`src/rtl/param_serial_adder.sv`:
```
// param_serial_adder: bit-serial ripple adder, one operand bit per clock, valid/ready handshakes
module param_serial_adder #(
  parameter int WIDTH = 8
) (
  input  logic             clk,
  input  logic             rst_n,
  input  logic             in_valid,
  output logic             in_ready,
  input  logic [WIDTH-1:0] a,
  input  logic [WIDTH-1:0] b,
  output logic [WIDTH-1:0] sum,
  output logic             carry_out,
  output logic             out_valid,
  input  logic             out_ready,
  output logic             busy
);
  localparam int CW = $clog2(WIDTH + 1);
  localparam logic [CW-1:0] LAST = CW'(WIDTH - 1);
  typedef enum logic [1:0] {IDLE, RUN, DONE} state_t;
  state_t state;
  logic [WIDTH-1:0] sa, sb, res;
  logic [CW-1:0] cnt;
  logic c, s, co;
  assign s  = sa[0] ^ sb[0] ^ c;
  assign co = (sa[0] & sb[0]) | (c & (sa[0] ^ sb[0]));
  // accept operands, ripple one bit per RUN edge LSB first, hold the result until handed off
  always_ff @(posedge clk or negedge rst_n) begin
    if (!rst_n) begin
      state     <= IDLE;
      sa        <= '0;
      sb        <= '0;
      res       <= '0;
      c         <= 1'b0;
      cnt       <= '0;
      sum       <= '0;
      carry_out <= 1'b0;
      out_valid <= 1'b0;
      in_ready  <= 1'b1;
      busy      <= 1'b0;
    end else begin
      case (state)
        IDLE: if (in_valid) begin
          sa       <= a;
          sb       <= b;
          c        <= 1'b0;
          cnt      <= '0;
          state    <= RUN;
          in_ready <= 1'b0;
          busy     <= 1'b1;
        end
        RUN: begin
          sa  <= sa >> 1;
          sb  <= sb >> 1;
          c   <= co;
          res <= {s, res[WIDTH-1:1]};
          cnt <= cnt + 1'b1;
          if (cnt == LAST) begin
            state     <= DONE;
            sum       <= {s, res[WIDTH-1:1]};
            carry_out <= co;
            out_valid <= 1'b1;
          end
        end
        DONE: if (out_ready) begin
          state     <= IDLE;
          out_valid <= 1'b0;
          in_ready  <= 1'b1;
          busy      <= 1'b0;
        end
        default: state <= IDLE;
      endcase
    end
  end
endmodule

```
`config.mk`:
```
export PLATFORM = sky130hd
export DESIGN_NAME = param_serial_adder
export DESIGN_NICKNAME = d
export VERILOG_FILES = /design/src/rtl/param_serial_adder.sv
export SDC_FILE = /design/constraint.sdc
export NUM_CORES = 1
export LEC_CHECK = 0
export CORE_UTILIZATION = 40
export DETAILED_ROUTE_END_ITERATION = 10
export PLACE_DENSITY_LB_ADDON = 0.2
export SYNTH_ARGS = -nofsm -noshare
export SYNTH_HDL_FRONTEND = slang
export SYNTH_SLANG_ARGS = --single-unit
```
`constraint.sdc`:
```
create_clock -name clk -period 1.9 [get_ports clk]
set_input_delay 0.285 -clock clk [delete_from_list [all_inputs] [get_ports clk]]
set_output_delay 0.285 -clock clk [all_outputs]
set_load 0.005 [all_outputs]
```
# Word-level counts from Yosys, hierarchy flattened
# Cells that the tools add are included.
# classes
add_sub_neg	1
multipliers	0
div	0
order_cmp	0
eq_ne	6
shifts	0
mux	19
bitwise	5
n_reduce_logical	9
# op_table
cell	n
case mux 8 bit (2 select lines)	2
2-to-1 mux 8 bit	2
AND reduction 3 bit	3
case mux 1 bit (2 select lines)	4
case mux 4 bit (2 select lines)	1
2-to-1 mux 2 bit	3
!= test 2 bit, second input constant	3
case mux 2 bit (3 select lines)	1
nonzero test 2 bit	3
2-to-1 mux 1 bit	5
adder 4 x 1 -> 4 bit, second input constant	1
equality test 4 x 3 -> 1 bit, second input constant	1
2-to-1 mux 4 bit	1
AND reduction 2 bit	2
AND 1 bit	2
equality test 2 x 1 -> 1 bit, second input constant	1
equality test 2 bit, second input constant	1
zero test 2 bit	1
XOR 1 bit	2
bitwise OR 1 bit	1
# totals
register_bits	43
latch_bits	0
ram_bits	0
rom_bits	0
input_bits	20
out_inout_bits	12
wordCells	51
n_memories	0

# Logic depth before layout (Yosys ltp)
# Gate-level depths: netlist of the first run.
# depth
word_depth	4
depth_mapped	5
mapped_depth_nobuf	4

# Worst setup path before layout of the first run
# OpenSTA, ideal clock, no wires.
# synth_path
kind	reg2reg
start	reg state[1]
end	reg sum[7]
setup_time_ns	0.127
arrival_time_ns	1.344
t_required_ns	1.773
setup_slack_ns	0.428
stages_incl_launch_ff	6
path_buffers	2
synth_period_minus_slack_ns	1.472
path_cell_list	dfrtp_1 nand2b_1 buf_4 nor3_4 buf_6 mux2_1
# synth_between
elab_chain_cells	2
# synth_lines
item	line_no	text
from (decl)	20	state_t state;
from (signal assigned)	29	state <= IDLE;
from (signal assigned)	47	state <= RUN;
from (signal assigned)	58	state <= DONE;
equality test 2 x 1 -> 1 bit	41	case (state)
AND reduction 2 bit (no line)	--	
to (signal assigned)	59	sum <= {s, res[WIDTH-1:1]};
to (decl)	11	output logic [WIDTH-1:0] sum,
# Every way passes these cells.
# A chain may end at the register's enable or synchronous reset.

# Worst setup path after layout of the first run
# layout_path
start	reg cnt[0]
end	reg sum[4]
# layout_between
elab_chain_cells	2
# layout_lines
item	line_no	text
from (decl)	22	logic [CW-1:0] cnt;
from (signal assigned)	56	cnt <= cnt + 1'b1;
equality test 4 x 3 -> 1 bit	57	if (cnt == LAST) begin
AND reduction 2 bit (no line)	--	
# Every way passes these cells.

==> results by group, run 1 <==
Global route
  – Initial antenna violation count: 0
  – Vias in the first global route: 1512
  – Total grt overflow: 0
  – Total global-route track usage: 17.8%
  – Largest net degree at the start of global routing: 43
  – First-pass GRT wire length: 6.90 mm

STA
  – Final Hold Viols: 0
  – Final min period: 1650 ps
  – Relative slew slack: 62.8%
  – Hold_ws: 54.2 ps
  – RSZ-0062 raised after global routing: no
  – Setup tns final: 0 ps
  – Least-Margin Pin Slew: 556 ps
  – Period utilisation layout: 86.7%
  – Final Max Slew Viols: 0
  – Skew final: 7.85 ps
  – Fmax: 0.607 GHz
  – Count of final setup violators: 0

Die
  – Core box area: 0.00441 sq mm
  – Die area: 0.00496 sq mm
  – I/O pin count: 32
  – Die X: 70.5 um
  – Site Rows: 24
  – Starting Density: 42.5%
  – Chip height: 70.5 um

Run
  – Max_cap viols: 0

Yosys
  – Dominant synthesized flop cell: dfrtp_1
  – Syn nets: 202
  – Register bit total from synthesis: 42
  – EDFF count, synth: 0
  – Warnings, synthesis: 0
  – Mean Syn Cell Area: 10.4 sq um
  – Mapped Area: 0.00187 sq mm
  – Yosys cell types: 31
  – Sequential element share of the synthesized area: 56.1%
  – Ys async rst share: 100%
  – Mapped Cells: 180

Finish
  – Commonest non-fill, non-tap cell in the layout: dfrtp_1
  – Final Core Density: 52.9%
  – Antenna cell count: 0
  – Layout cells sized above 1: 8.84%
  – Non-Filler Cell Area, Final: 0.00234 sq mm
  – Nets: 238
  – Most frequent cells in the layout: 41 x dfrtp_1, 30 x clkdlybuf4s50_1, 29 x nand2_1
  – Area delta synth->final: 24.6%

Place
  – Gp weighted congestion: 0.755
  – Dpl cell area: 0.00225 sq mm
  – IO Port Bufs: 31
  – Post-detail-place hpwl: 2.74 mm

Worst setup path
  – Slowest CP cell: nor3_4
  – Worst EP arrival: 1820 ps
  – Delay of the slowest cell on the worst path: 450 ps
  – Startpoint Class: register
  – Critical Path Fanout Max: 11
  – Critical Setup Path Class: reg -> reg
  – Worst path cell trace: ha_1 > nand2_1 > nor3_4 > mux2_2
  – Worst Setup End Kind: register
  – Worst EP required: 2080 ps

Route
  – Via count: 1463
  – Initial drt markers: 138
  – Routed Antenna Nets: 0
  – DRC viols: 0
  – First-pass iteration count of the detailed router: 4
  – Total Routed Length: 3.96 mm
  – Wire per inst: 14.8 um
  – DR vias/cell: 5.48

Clock tree
  – Clock slew at reported path FFs: 70 ps
  – Post-CTS setup buffer count: 0
  – CTS HTree Levels: 2
  – Post-CTS sizing: 0
  – Clock Tree Buf Depth: 2
  – Clock latency on the worst-skew pair: 290 ps
  – CTS Hold Bufs: 0
  – Root buffer cell: clkbuf_8
  – CTS tree: done
  – Clk sinks: 42
  – Num CTS Buffers: 5

Power
  – Leakage: 1.03 nW
  – Peak VDD IR: 0.487 mV
  – Total power: 3.22 mW
  – Power density over the cells: 1380 mW/mm^2

Outcome
  – Status: finished, final reports clean

Min path
  – Hold crit path type: in -> async
-- report_power, final --
| part | total, mW | switching (mW) | leakage [nW] | internal [mW] |
|---|---|---|---|---|
| combinational | 1.17 | 0.562 | 0.450 | 0.606 |
| clock | 0.561 | 0.281 | 0.0431 | 0.280 |
| sequential | 1.49 | 0.247 | 0.535 | 1.24 |
| total | 3.22 | 1.09 | 1.03 | 2.13 |
-- final timing paths --
path | endpoint | from | slack [ps] | cells after the start
max reg2reg | sum[4] | cnt[0] | 250 | 4
max | sum[4] | cnt[0] | 250 | 4
max in group asynchronous | in_ready | rst_n | 1470 | 2
min in group clk | sum[1] | sum[1] | 490 | 1
min reg2reg | sum[1] | sum[1] | 490 | 1
min | sum[1] | rst_n | 50 | 2
-- metrics by stage --
stage                     worst slack [ps]  cells
final                                  253    267
after global routing                   134    267
after CTS                              241    267
after detailed placement               123    261
after global placement                 236    261
after floorplan                        428    180
-- routing by layer --
layer	GRT usage [%]	wire, um	vias to the layer above
met3	5.05	169	8
met4	7.56	67	0
li1	-	-	695
met5	0	0	-
met2	28.9	1920	33
met1	22.2	1810	727
-- critical path, delay by kind of cell, from the launching register on --
kind / cells / cell delay (ps)
flip-flops: 1 / 380
adder cells (fa/ha/maj): 1 / 200
multiplexers: 1 / 390
AND/OR/NAND/NOR: 2 / 560
-- cells in the mapped netlist, types with 2 or more instances --
cell type / number / area [sq um]
dfrtp_1: 41 / 1030
nand2_1: 29 / 109
o21ai_0: 18 / 90.1
a21oi_1: 16 / 80.1
nor2b_1: 16 / 100
a22oi_1: 13 / 97.6
mux2_1: 8 / 90.1
clkbuf_1: 6 / 22.5
inv_1: 4 / 15.0
nand3_1: 3 / 15.0
nor2_1: 3 / 11.3
a22o_1: 2 / 17.5
buf_2: 2 / 10.0
o21ai_1: 2 / 10.0
-- cell type report --
cell class	count	area, sq um
inverter	4	15.0
timing repair buffer	39	365
tap	52	65.1
multi-input combinational	124	756
fill	390	2080
sequential	42	1050
clock buffer	6	82.6
-- registers in the layout, summed over array words and instances (netlist names), 2 cells and up --
signal  cells
sa          8
cnt         4
sb          8
state       2
sum         8
res         7
-- cell families after synthesis --
family	count (synthesis)	synth area share [%]
muxes	10	5.94
and+or+nand+nor	55	14.5
buffers and inverters	14	3.54
adders and majority gates	2	1.74
AOI/OAI and AO/OA	57	18.2
DFF	42	56.1
No activity file was read; power rests on OpenSTA's default activity.
==> run 2, diff against run 1 <==
--- a/config.mk
+++ b/config.mk
@@ -5,9 +5,10 @@
 export SDC_FILE = /design/constraint.sdc
 export NUM_CORES = 1
 export LEC_CHECK = 0
+export ABC_AREA = 1
 export CORE_UTILIZATION = 40
 export DETAILED_ROUTE_END_ITERATION = 10
-export PLACE_DENSITY_LB_ADDON = 0.2
+export PLACE_DENSITY = 0.76
 export SYNTH_ARGS = -nofsm -noshare
 export SYNTH_HDL_FRONTEND = slang
 export SYNTH_SLANG_ARGS = --single-unit
==> constraint.sdc (replaced) <==
create_clock -name clk -period 1.9 [get_ports clk]
set_input_delay 0.285 -clock clk [delete_from_list [all_inputs] [get_ports clk]]
set_output_delay 0.285 -clock clk [all_outputs]
set_load 0.1 [all_outputs]
==> run 2 against run 1 <==
Die area is 4.7% lower. Synthesized area is 4.9% lower. Cell count is 7.1% higher. Largest power group is now combinational cells. Worst hold slack worse by 4.2 ps. Sequential share of layout area is 2.5 points higher. Clock skew is 1.8 ps lower. Combinational power is 54% higher. Design area is 5.2% lower. Power is 24% higher. Critical endpoint is now sum[6]. First-iteration DRC count is 59% lower. Largest cell class unchanged.
==> results by group, run 2 <==
Clock tree
  – Post-CTS sizing: 0
  – Clock latency on the worst-skew pair: 290 ps
  – Num CTS Buffers: 5
  – Clk sinks: 42
  – Root buffer cell: clkbuf_8
  – CTS Hold Bufs: 0
  – Clock slew at reported path FFs: 80 ps
  – CTS HTree Levels: 2
  – Clock Tree Buf Depth: 2
  – CTS tree: done
  – Post-CTS setup buffer count: 0

Power
  – Leakage: 1.11 nW
  – Power density over the cells: 1800 mW/mm^2
  – Peak VDD IR: 0.711 mV

Finish
  – Layout cells sized above 1: 13.1%
  – Commonest non-fill, non-tap cell in the layout: nand2_1
  – Antenna cell count: 0
  – Most frequent cells in the layout: 82 x nand2_1, 41 x dfrtp_1, 38 x nand3_1
  – Area delta synth->final: 24.2%
  – Nets: 257
  – Top flop regs: sa x8, sb x8, sum x8

Worst setup path
  – R2R cell count: 6
  – CP bufs+invs: 0
  – Critical Path Fanout Max: 11
  – Worst path most repeated cell: nand2_1
  – Worst path top cell family by delay: simple AND/OR/NAND/NOR gates
  – Critical Setup Path Class: reg -> reg
  – Worst EP arrival: 1540 ps
  – Levels on crit path: 6
  – Slowest CP cell: dfrtp_1
  – Worst EP required: 2080 ps
  – Worst Setup End Kind: register
  – Delay of the slowest cell on the worst path: 410 ps
  – Worst path cell trace: ha_1 > nand2_1 > nor2_1 > nand2_1 > nand2_1 > nand2_1
  – Startpoint Class: register

STA
  – Count of final setup violators: 0
  – Setup tns final: 0 ps
  – Least-Margin Pin Slew: 525 ps
  – Final Hold Viols: 0
  – Final Max Slew Viols: 0
  – Period utilisation layout: 71.3%
  – RSZ-0062 raised after global routing: no
  – Fmax: 0.738 GHz
  – Final min period: 1350 ps
  – Relative slew slack: 65.0%
  – Final worst setup slack: 546 ps
  – Skew final: 6.06 ps

Yosys
  – Mapped Cells: 202
  – Warnings, synthesis: 0
  – Dominant synthesized flop cell: dfrtp_1
  – Count leader, synth: nand2_1
  – Mapped Area: 0.00178 sq mm
  – Mean Syn Cell Area: 8.83 sq um
  – EDFF count, synth: 0
  – Sequential element share of the synthesized area: 59.0%
  – Syn nets: 224
  – Yosys cell types: 19
  – Top area cells in the synthesized netlist: dfrtp_1 58%, nand2_1 17%, nand3_1 11%, o21ai_0 3.4%, inv_1 1.7%
  – Ys async rst share: 100%
  – Register bit total from synthesis: 42
  – Area leader, netlist: dfrtp_1
  – Synth top cells by count: 82 x nand2_1, 41 x dfrtp_1, 38 x nand3_1
  – Post-synth top area share: 57.5%

Die
  – Die X: 68.8 um
  – Site Rows: 23
  – Chip height: 68.8 um
  – Starting Density: 43.0%
  – Die area: 0.00473 sq mm
  – Core box area: 0.00414 sq mm
  – I/O pin count: 32

Place
  – Post-detail-place hpwl: 2.02 mm
  – Place WS: 391 ps
  – Gp weighted congestion: 0.733
  – IO Port Bufs: 31

Route
  – Routed Antenna Nets: 0
  – Total Routed Length: 3.19 mm
  – First-pass iteration count of the detailed router: 6
  – Wire per inst: 11.1 um
  – DRC viols: 0
  – DR vias/cell: 4.79
  – Via count: 1370
  – Initial drt markers: 57

Run
  – Max_cap viols: 0

Outcome
  – Status: finished, final reports clean

Min path
  – Hold crit path type: in -> async

Global route
  – Largest net degree at the start of global routing: 43
  – First-pass GRT wire length: 5.55 mm
  – Vias in the first global route: 1265
  – Initial antenna violation count: 0
  – Total global-route track usage: 16.3%
  – Total grt overflow: 0
run 2: changes by cell type in the layout (fill, tap and decap cells not counted), moves of 12 or more:
cell | before | now
nand3_1 | 3 | 38
nand2_1 | 29 | 82
a21oi_1 | 16 | 0
clkdlybuf4s50_1 | 30 | 18
a22oi_1 | 13 | 0
nor2b_1 | 16 | 0
run 2: path summary, 6_finish.rpt:
path | startpoint | to | slack [ps]
max | cnt[0] | sum[6] | 550
min | rst_n | sum[2] | 50
max reg2reg | cnt[0] | sum[6] | 550
min reg2reg | sum[5] | sum[5] | 480
max in group asynchronous | rst_n | in_ready | 1470
min in group clk | sum[5] | sum[5] | 480
run 2: final cells by class:
class,instances,area (sq um)
Tap cell,50,62.6
Multi-Input combinational cell,141,636
Timing Repair Buffer,35,318
Clock buffer,5,68.8
Clock inverter,3,40.0
Inverter,10,37.5
Fill cell,405,1930
Sequential cell,42,1050
run 2: routing by layer:
metal / track usage, % / vias up / share of wire (%)
met2: 25.7 / 34 / 43
met5: 0 / - / 0
met3: 5.43 / 2 / 5.0
li1: - / 711 / -
met4: 6.12 / 0 / 1.1
met1: 20.7 / 623 / 51
run 2: kinds of logic (layout without fill, tap and decap cells):
kind of cell               count (synthesis)  after routing  synth area share (%)
and+or+nand+nor                          126            126                  30.0
DFF                                       42             42                  59.0
buffers and inverters                     19             53                  5.33
AOI/OAI and AO/OA                         13             13                  3.79
adders and majority gates                  2              2                  1.82
run 2: where the power goes:
part           switching [mW]  total [mW]  internal, mW  leakage [nW]
Combinational            1.31        1.80         0.488         0.518
Clock                   0.296       0.683         0.387        0.0579
Sequential              0.231        1.49          1.26         0.533
run 2: through the flow:
stage	cell area [sq um]	std cells	utilization [%]	hold WS [ps]	power [mW]
floorplan	1780	202	-	-10.6	2.91
global placement	2110	278	50.8	379	3.29
finish	2210	286	53.4	50.0	3.98
global route	2210	286	53.4	96.9	4.28
detailed placement	2110	278	50.8	385	3.32
CTS	2210	286	53.4	67.2	4.02
==> run 3, diff against run 2 <==
==> constraint.sdc (replaced) <==
create_clock -name clk -period 1.3 [get_ports clk]
set_input_delay 0.195 -clock clk [delete_from_list [all_inputs] [get_ports clk]]
set_output_delay 0.195 -clock clk [all_outputs]
set_load 0.1 [all_outputs]
==> run 3 against run 2 <==
Sequential power up 52%. Critical path depth down 1. Critical path type unchanged. Via count up 3.7%. Largest power group unchanged. Highest routed layer unchanged. Sequential cell count unchanged. Register-to-register slack worse by 490 ps. Largest cell class unchanged. Design area up 11%.
==> results by group, run 3 (same netlist as run 2, synthesis figures left out) <==
Outcome
  – Status: finished, final reports clean

Place
  – Dpl cell area: 0.00232 sq mm
  – Gp weighted congestion: 0.756
  – Placed insts: 283
  – IO Port Bufs: 31
  – Place WS: 7.15 ps
  – Post-detail-place hpwl: 2.26 mm

Worst setup path
  – Critical Setup Path Class: reg -> reg
  – Reg2reg setup slack: 60 ps
  – R2R cell count: 5
  – Startpoint Class: register
  – Worst EP arrival: 1480 ps
  – Critical Path Fanout Max: 9
  – Worst Setup End Kind: register
  – Worst EP required: 1530 ps

Die
  – Starting Density: 43.0%
  – I/O pin count: 32
  – Site Rows: 23
  – Die X: 68.8 um
  – Chip height: 68.8 um
  – Die area: 0.00473 sq mm
  – Core box area: 0.00414 sq mm

STA
  – Count of final setup violators: 0
  – Hold_ws: 322 ps
  – Final worst setup slack: 57.2 ps
  – Fmax: 0.805 GHz
  – Final min period: 1240 ps
  – Least-Margin Pin Slew: 373 ps
  – Period utilisation layout: 95.6%
  – Setup tns final: 0 ps
  – RSZ-0062 raised after global routing: yes
  – Final Hold Viols: 0
  – Skew final: 5.49 ps
  – Relative slew slack: 75.1%
  – Final Max Slew Viols: 0

Power
  – Seq pwr share: 35.0%
  – Comb pwr share: 49.5%
  – Switch share: 44.1%
  – Peak VDD IR: 1.09 mV
  – Total power: 6.45 mW
  – Leakage: 1.19 nW
  – Switching pwr: 2.85 mW
  – Power density over the cells: 2630 mW/mm^2
  – P_int: 3.61 mW
  – Clock Power Share: 15.5%

Finish
  – Fillers: 355
  – Commonest non-fill, non-tap cell in the layout: nand2_1
  – Most frequent cells in the layout: 81 x nand2_1, 41 x dfrtp_1, 38 x nand3_1
  – Non-Filler Cell Area, Final: 0.00245 sq mm
  – Final non-filler cell total: 293
  – Area delta synth->final: 37.6%
  – Sequential Area: 0.00105 sq mm
  – Multi-input logic area: 652 sq um
  – Top flop regs: sa x8, sb x8, sum x8
  – Antenna cell count: 0
  – Nets: 264
  – Layout cells sized above 1: 15.2%
  – Final Core Density: 59.2%

Global route
  – Initial antenna violation count: 0
  – First-pass GRT wire length: 5.55 mm
  – Largest net degree at the start of global routing: 31
  – Total grt overflow: 0
  – Vias in the first global route: 1262
  – Total global-route track usage: 16.2%

Clock tree
  – Clock Tree Buf Depth: 2
  – CTS tree: done
  – Clock latency on the worst-skew pair: 290 ps
  – Clock slew at reported path FFs: 80 ps
  – Root buffer cell: clkbuf_8
  – Post-CTS setup buffer count: 0
  – Clk sinks: 42
  – CTS HTree Levels: 2
  – Num CTS Buffers: 5

Route
  – Total Routed Length: 3.42 mm
  – Routed Antenna Nets: 0
  – Initial drt markers: 91
  – DR vias/cell: 4.85
  – Via count: 1421
  – Wire per inst: 11.7 um
  – First-pass iteration count of the detailed router: 4
  – DRC viols: 0

Min path
  – Hold crit path type: in -> async

Run
  – Max_cap viols: 0
==> run 3: changes by cell type in the layout (fill, tap and decap cells not counted) <==
cell,change
buf_12,+14
buf_4,-9
clkbuf_1,+2
clkinv_2,-2
dlygate4sd3_1,+1
inv_2,-1
inv_4,+1
nand2_1,-1
nand2_2,+2
nor2_1,-1
nor2_4,+1
==> run 3: area by class of cell <==
cell class,instances,share of cell area (%)
Clock buffer,7,3.11
Clock inverter,1,1.22
Inverter,10,1.63
Multi-Input combinational cell,142,26.6
Sequential cell,42,42.9
Tap cell,50,2.55
Timing Repair Buffer,41,22.0
==> run 3: critical path, cell delays in order (launching register included) <==
cell	delay, ps
dfrtp_1	350
ha_1	190
nand3_1	120
nor2_2	320
nand2_1	130
nand2_1	80
==> run 3: path summary, 6_finish.rpt <==
kind                       startpoint        end
max in group asynchronous       rst_n     cnt[3]
min in group clk                 a[7]      sa[7]
min reg2reg                    res[5]     sum[4]
max                            cnt[0]  carry_out
min                             rst_n     sum[4]
max reg2reg                    cnt[0]  carry_out
==> run 3: repair_timing <==
| item | 4_1_cts | 5_1_grt |
|---|---|---|
| endpoints found under the hold margin | 11 | 0 |
| setup endpoints to repair | 9 | 9 |
| hold buffers | 1 | 0 |
| resized for setup | 1 | 4 |
| cloned | 0 | 1 |
==> run 3: power by group through the flow <==
| stage | combinational (mW) | sequential (mW) | clock, mW |
|---|---|---|---|
| detailed placement | 3.16 | 2.28 | 0 |
| finish | 3.20 | 2.26 | 0.998 |
| global route | 3.46 | 2.32 | 1.08 |
| CTS | 3.18 | 2.25 | 1.02 |
| floorplan | 1.06 | 3.20 | 0 |
| global placement | 3.11 | 2.25 | 0 |
==> run 3: layer usage <==
metal / vias up / global-route usage [%] / routed length, um
met5: - / 0 / 0
met4: 0 / 6.89 / 42
met2: 39 / 25.5 / 1500
met1: 648 / 21.4 / 1740
met3: 5 / 3.95 / 139
li1: 729 / - / -
